`config.mk`:
```
export PLATFORM = sky130hd
export DESIGN_NAME = cast_width_pipe
export DESIGN_NICKNAME = d
export VERILOG_FILES = /design/src/rtl/cast_width_pipe_pkg.sv /design/src/rtl/cast_width_pipe_cast_unit.sv /design/src/rtl/cast_width_pipe.sv
export SDC_FILE = /design/constraint.sdc
export NUM_CORES = 1
export LEC_CHECK = 0
export CAP_MARGIN = 20
export CORE_UTILIZATION = 38
export CTS_BUF_LIST = sky130_fd_sc_hd__clkbuf_4 sky130_fd_sc_hd__clkbuf_8 sky130_fd_sc_hd__clkbuf_16
export DETAILED_ROUTE_END_ITERATION = 7
export PLACE_DENSITY = 0.88
export SLEW_MARGIN = 10
export SYNTH_ARGS = -nofsm -noshare
export SYNTH_HDL_FRONTEND = slang
export SYNTH_SLANG_ARGS = --single-unit
```
`constraint.sdc`:
```
create_clock -name clk -period 4.46 [get_ports clk]
set_clock_uncertainty 0.1 [all_clocks]
set_input_delay 0.446 -clock clk [delete_from_list [all_inputs] [get_ports clk]]
set_output_delay 0.446 -clock clk [all_outputs]
set_load 0.1 [all_outputs]
```
`src/rtl/cast_width_pipe_pkg.sv`:
```
// cast_pkg: shared cast modes and default widths for cast_width_pipe
package cast_pkg;
  localparam int IN_W_DEF = 32;
  localparam int OUT_W_DEF = 4;
  localparam int DEPTH_DEF = 2;
  localparam int STATS_W = 16;
  typedef enum logic [1:0] {
    CAST_TRUNC,
    CAST_SAT_U,
    CAST_SAT_S
  } cast_mode_e;
endpackage

```
`src/rtl/cast_width_pipe_cast_unit.sv`:
```
// cast_unit: combinational narrowing cast (truncate, unsigned or signed saturate) with clip flag
module cast_unit
  import cast_pkg::*;
#(
  parameter int IN_W = IN_W_DEF,
  parameter int OUT_W = OUT_W_DEF,
  parameter cast_mode_e MODE = CAST_TRUNC
) (
  input  logic [IN_W-1:0]  in_data,
  output logic [OUT_W-1:0] out_data,
  output logic             clip
);
  if (IN_W == OUT_W) begin : g_pass
    assign out_data = in_data;
    assign clip = 1'b0;
  end else begin : g_cast
    localparam logic [OUT_W-1:0] S_MIN = OUT_W'(1) << (OUT_W - 1);
    localparam logic [OUT_W-1:0] S_MAX = ~S_MIN;
    logic [IN_W-1:OUT_W] upper;
    logic [IN_W-1:OUT_W-1] sign_run;
    logic hi_set, s_fits;
    assign upper = in_data[IN_W-1:OUT_W];
    assign sign_run = in_data[IN_W-1:OUT_W-1];
    assign hi_set = |upper;
    assign s_fits = (&sign_run) | ~(|sign_run);
    // Signed values fit when every bit above the output sign bit copies it
    always_comb begin
      out_data = in_data[OUT_W-1:0];
      clip = hi_set;
      if (MODE == CAST_SAT_U) out_data = hi_set ? '1 : in_data[OUT_W-1:0];
      if (MODE == CAST_SAT_S) begin
        clip = ~s_fits;
        out_data = s_fits ? in_data[OUT_W-1:0] : (in_data[IN_W-1] ? S_MIN : S_MAX);
      end
    end
  end
endmodule

```
`src/rtl/cast_width_pipe.sv`:
```
// cast_width_pipe: casts input words and buffers them in a small FIFO; optional CAST_WIDTH_PIPE_STATS_EN adds clip_count
module cast_width_pipe
  import cast_pkg::*;
#(
  parameter int IN_W = IN_W_DEF,
  parameter int OUT_W = OUT_W_DEF,
  parameter int DEPTH = DEPTH_DEF,
  parameter cast_mode_e MODE = CAST_TRUNC
) (
  input  logic             clk,
  input  logic             rst,
  input  logic             in_valid,
  output logic             in_ready,
  input  logic [IN_W-1:0]  in_data,
  output logic             out_valid,
  input  logic             out_ready,
  output logic [OUT_W-1:0] out_data,
  output logic             out_clip
`ifdef CAST_WIDTH_PIPE_STATS_EN
  ,output logic [STATS_W-1:0] clip_count
`endif
);
  localparam int AW = $clog2(DEPTH);
  logic [AW-1:0] wr_ptr, rd_ptr;
  logic [AW:0] count;
  logic rdy_en, push, pop, cast_clip;
  logic [OUT_W-1:0] cast_data;
  logic [OUT_W:0] mem [DEPTH];
  cast_unit #(.IN_W(IN_W), .OUT_W(OUT_W), .MODE(MODE)) u_cast (
    .in_data (in_data),
    .out_data(cast_data),
    .clip    (cast_clip)
  );
  assign in_ready = rdy_en && (count != (AW+1)'(DEPTH));
  assign out_valid = count != '0;
  assign push = in_valid && in_ready;
  assign pop = out_valid && out_ready;
  assign {out_clip, out_data} = out_valid ? mem[rd_ptr] : '0;
  // Pointer and occupancy tracking; rdy_en holds in_ready low until the first edge after reset
  always_ff @(posedge clk or posedge rst) begin
    if (rst) begin
      wr_ptr <= '0;
      rd_ptr <= '0;
      count <= '0;
      rdy_en <= 1'b0;
    end else begin
      rdy_en <= 1'b1;
      if (push) wr_ptr <= wr_ptr + 1'b1;
      if (pop) rd_ptr <= rd_ptr + 1'b1;
      count <= count + (AW+1)'(push) - (AW+1)'(pop);
    end
  end
  // Storage holds the already-cast value plus its clip flag; no reset needed
  always_ff @(posedge clk) begin
    if (push) mem[wr_ptr] <= {cast_clip, cast_data};
  end
`ifdef CAST_WIDTH_PIPE_STATS_EN
  // Saturating count of accepted words whose cast clipped
  always_ff @(posedge clk or posedge rst) begin
    if (rst) clip_count <= '0;
    else if (push && cast_clip && clip_count != '1) clip_count <= clip_count + 1'b1;
  end
`endif
endmodule
```
=== After elaboration in Yosys (flattened, before gate mapping) ===
Memories as Yosys holds them, arrays and structs flattened.
Index checks and enable logic that the tools add are counted.

* Output and inout port bits: 7
* Memory bits (writable): 10
* Word-level logic and storage cells: 18
* Memories kept: 1
* Register bits: 5

* Reductions and logical operators: 5
* Mux-type cells: 3
* Equality and inequality tests: 1
* Add/sub/neg operators: 4

{| class="wikitable"
|+ Memories
! memory !! depth !! width !! read ports !! clocked after Yosys merged registers in !! wr ports !! line !! text
|-
| mem || 2 || 5 || 1 || 0 || 1 || cast_width_pipe.sv:28 || <nowiki>logic [OUT_W:0] mem [DEPTH];</nowiki>
|}

{| class="wikitable"
|+ Operators with widths
! cell !! count
|-
| $reduce_or 28->1 || 1
|-
| $mux 5 || 1
|-
| $logic_and 1x1->1 || 3
|-
| $add 1x1->1 const B || 2
|-
| $add 2x1->2 || 1
|-
| $mux 1 || 2
|-
| $ne 2x2->1 const B || 1
|-
| $reduce_bool 2->1 || 1
|-
| $sub 2x1->2 || 1
|}

=== Longest topological paths before layout ===
* Depth after elaboration: 5
* Mapped depth: 7
* Gate-level depth less buffers: 7

=== Hierarchy ===
A second synthesis with hierarchy kept.

* Cell total of the unflattened synthesis: 56
* Area total of the unflattened synthesis: 718.2 um^2

{| class="wikitable"
|+ By module, submodules not included
! module !! cells each !! area each (um^2) !! times used !! seq. area each (um^2)
|-
| cast_width_pipe || 43 || 629.4 || 1 || 425.4
|-
| cast_unit || 13 || 88.8 || 1 || 0.0
|}

=== Worst setup path after synthesis ===
Ideal clock, no wire load.

* Kind: flip-flop to output port
* Start: register rd_ptr
* End: output port out_clip
* Arrival time: 1.875 ns
* Required time: 3.914 ns
* Cell stages (with the launch flop): 4
* Buffers on the path: 1
* Path slack: 2.039 ns
* Path through: dfrtp_1 -> buf_2 -> mux2i_1 -> nor2_1

* Cells in the longest elaborated chain, start to end: 2

{| class="wikitable"
|+ Ends and longest elaborated chain
! what !! line !! text
|-
| start: declaration || cast_width_pipe.sv:24 || <nowiki>logic [AW-1:0] wr_ptr, rd_ptr;</nowiki>
|-
| start signal: assignment || cast_width_pipe.sv:49 || <nowiki>if (pop) rd_ptr <= rd_ptr + 1'b1;</nowiki>
|-
| $mem_v2 2x5 || n/a ||
|-
| $mux 5 || cast_width_pipe.sv:38 || <nowiki>assign {out_clip, out_data} = out_valid ? mem[rd_ptr] : '0;</nowiki>
|-
| end: declaration || cast_width_pipe.sv:18 || <nowiki>output logic out_clip</nowiki>
|}

No other way between the ends.

=== Worst setup path in the final report ===
* Start: register rd_ptr
* End: output port out_data[1]

* Cells in the longest elaborated chain, start to end: 2

{| class="wikitable"
|+ Ends and longest elaborated chain
! what !! line !! text
|-
| $mem_v2 2x5 || n/a ||
|-
| $mux 5 || cast_width_pipe.sv:38 ||
|-
| end: declaration || cast_width_pipe.sv:17 || <nowiki>output logic [OUT_W-1:0] out_data,</nowiki>
|}

No other way between the ends.

==> results.cfg <==
[floorplanning]
initial_core_util_pct = 40.3
fp.dieH_um = 44.8
dieArea_um2 = 2010
die_w_um = 44.8
rows = 15
io_pins = 43
coreArea_um2 = 1730

[logic_synthesis]
synthSimpleGateAreaFrac_pct = 15.5
synth_cell_types = 19
synth_xor_area_share_pct = 5.04
postSynthCellCount = 52
syn_area_per_cell_um2 = 13.4
synthAdderAreaFrac_pct = 3.60
synthMuxAreaShare_pct = 7.19
syn-num-nets = 90
ys_ff_latch = 15
synth_compound_area_share_pct = 4.14
ys_warn_count = 0
seq_area_frac_synth_pct = 61.2
synth_top_family_by_area = simple AND/OR/NAND/NOR gates
netlist_area_um2 = 696

[clock_network]
cts_tree = built
cts.sinks = 15
path_clk_slew_ps = 90
cts_setup_buffers = 0
worstSkewPairLatency_ps = 280
postCtsHoldBufs = 0
ctsResizeCount = 0
root_buffer = clkbuf_4
cts_max_level = 1
clockBufferDepth = 2
cts_buffers = 3

[sta]
layout_min_cycle_time_ps = 2710
finalHoldViolCount = 0
drv_slew = 0
whs_ps = 262
maxSlewHeadroom_pct = 35.6
worst_slack_ps = 1750
worst_pin_slew_ps = 964
rsz0062_at_grt = no
setup_viol = 0
tns_ps = 0
post-route-period-util_pct = 60.7
fmax_mhz = 369

[drt]
firstDrtPassIters = 1
drcViolationCount = 0
num_vias = 578
drt_iter0_drc = 0
via_per_inst = 4.74
wl_per_cell_um = 11.3
routed_wl_um = 1370
antenna_left = 0

[worst_setup_path]
critPathKind = reg -> out
r2r_start = count[0]
critical-path-top-delay-family = buffers and inverters
crit_buf_inv = 1
cp.required_ps = 3910
slowest_delay_ps = 1130
crit_path_top_delay_cell = clkdlybuf4s50_1
crit_fanout = 6
end_kind = primary output
critPathArrivalTime_ps = 2160
worst-r2r-setup-slack_ps = 2660
startpoint = rd_ptr
critPathLaunchType = flip-flop
crit_chain = mux2i_1 > nor2_1 > clkdlybuf4s50_1

[pwr]
p_leak_nw = 0.449
ir_worst_vdd_mv = 0.335
power_density_nw_per_um2 = 619

[global_routing]
grt_pass1_wl_um = 2240
grt_pass1_vias = 603
antenna_found_initial = 0
grt_start_max_net_pins = 10
overflow = 0
grt_use_total_pct = 16.8

[cells_and_area]
nets = 136
syn2layout_area_growth_pct = 68.2
drive_gt1_share_pct = 8.25
fillers = 133
diodes = 0

[job]
maxCapViolations = 0

[placement]
post-place-ws_ps = 2050
io_buffers = 42
place_congestion = 0.708
place_hpwl_um = 1190

[min_path]
hold_path.class = in -> async

[run_status]
outcome = complete, no violations
## flip-flops by register name, indices dropped and copies added (netlist names)
register / count
rdy_en: 1
wr_ptr: 1
count: 2
mem: 10
rd_ptr: 1
## layer usage
| metal | share of wire [%] | wire (µm) | track usage (%) | up-vias |
|---|---|---|---|---|
| met1 | 35 | 485 | 16.3 | 255 |
| met5 | 0 | 0 | 0 | - |
| met4 | 4.3 | 59 | 16.4 | 0 |
| met3 | 9.9 | 136 | 3.20 | 4 |
| li1 | - | - | - | 279 |
| met2 | 50 | 692 | 29.4 | 40 |
## synth_stat cells
| library cell | number | area share [%] |
|---|---|---|
| nor4_1 | 7 | 6.3 |
| mux2i_1 | 5 | 7.2 |
| nor2_2 | 1 | 0.90 |
| dfrtp_1 | 5 | 18 |
| nor2b_4 | 1 | 2.0 |
| o21a_1 | 1 | 1.1 |
| conb_1 | 1 | 0.54 |
| xor2_1 | 1 | 1.3 |
| nor2_1 | 6 | 3.2 |
| edfxtp_1 | 10 | 43 |
| xnor2_1 | 3 | 3.8 |
| ha_1 | 2 | 3.6 |
| nand4_1 | 1 | 0.90 |
| and4_1 | 1 | 1.3 |
| inv_2 | 1 | 0.54 |
| o211ai_4 | 1 | 3.1 |
| and3_1 | 1 | 0.90 |
| buf_2 | 1 | 0.72 |
| inv_1 | 3 | 1.6 |
## report_power, final
group	switching, mW	total [mW]	leakage (nW)	internal, mW
Combinational	0.303	0.434	0.283	0.131
Sequential	0.0336	0.215	0.148	0.182
Clock	0.0424	0.0757	0.0177	0.0333
Total	0.379	0.725	0.449	0.346
## cells in the final DEF, fill, tap and decap left out
| cell type | n |
|---|---|
| inv_2 | 1 |
| nand4_1 | 1 |
| nor4_1 | 7 |
| conb_1 | 1 |
| mux2i_1 | 5 |
| clkdlybuf4s50_1 | 42 |
| dfrtp_1 | 5 |
| o21a_1 | 1 |
| nor2b_4 | 1 |
| clkbuf_4 | 3 |
| clkinv_2 | 1 |
| and3_1 | 1 |
| nor2_1 | 6 |
| inv_1 | 3 |
| o211ai_4 | 1 |
| xnor2_1 | 3 |
| edfxtp_1 | 10 |
| nor2_2 | 1 |
| ha_1 | 2 |
| and4_1 | 1 |
| xor2_1 | 1 |
## per-stage QoR
| stage | util [%] | total power [mW] | cell area (µm²) | instances |
|---|---|---|---|---|
| 2_1_floorplan | - | 0.549 | 696 | 52 |
| 3_3_place_gp | 66.2 | 0.651 | 1140 | 118 |
| 3_5_place_dp | 66.2 | 0.656 | 1140 | 118 |
| 4_1_cts | 67.8 | 0.730 | 1170 | 122 |
| 5_1_grt | 67.8 | 0.754 | 1170 | 122 |
| 6_report | 67.8 | 0.725 | 1170 | 122 |
## cells by family (layout without fill, tap and decap cells)
kind of cell,count (synthesis),after routing
AO/OA/AOI/OAI,2,2
XOR/XNOR,4,4
adder cells (fa/ha/maj),2,2
buffers and inverters,5,50
flip-flops,15,15
multiplexers,5,5
other,1,1
AND/OR/NAND/NOR,18,18
## area by class of cell
| type | count | area, µm² | area share [%] |
|---|---|---|---|
| repair buffers | 42 | 420 | 35.9 |
| inverters | 4 | 15.0 | 1.28 |
| multi-input cells | 32 | 250 | 21.4 |
| clock buffers | 3 | 22.5 | 1.93 |
| flip-flops and latches | 15 | 425 | 36.4 |
| well taps | 25 | 31.3 | 2.67 |
| clock inverters | 1 | 5.00 | 0.428 |
## worst paths after layout
kind                               end  depth (start not counted)
max                        out_data[1]                          3
min                           count[1]                          2
max reg2reg                   count[1]                          7
min reg2reg                     wr_ptr                          1
max in group asynchronous       rd_ptr                          2
min in group clk                wr_ptr                          1
(Power assumes the default switching activity.)
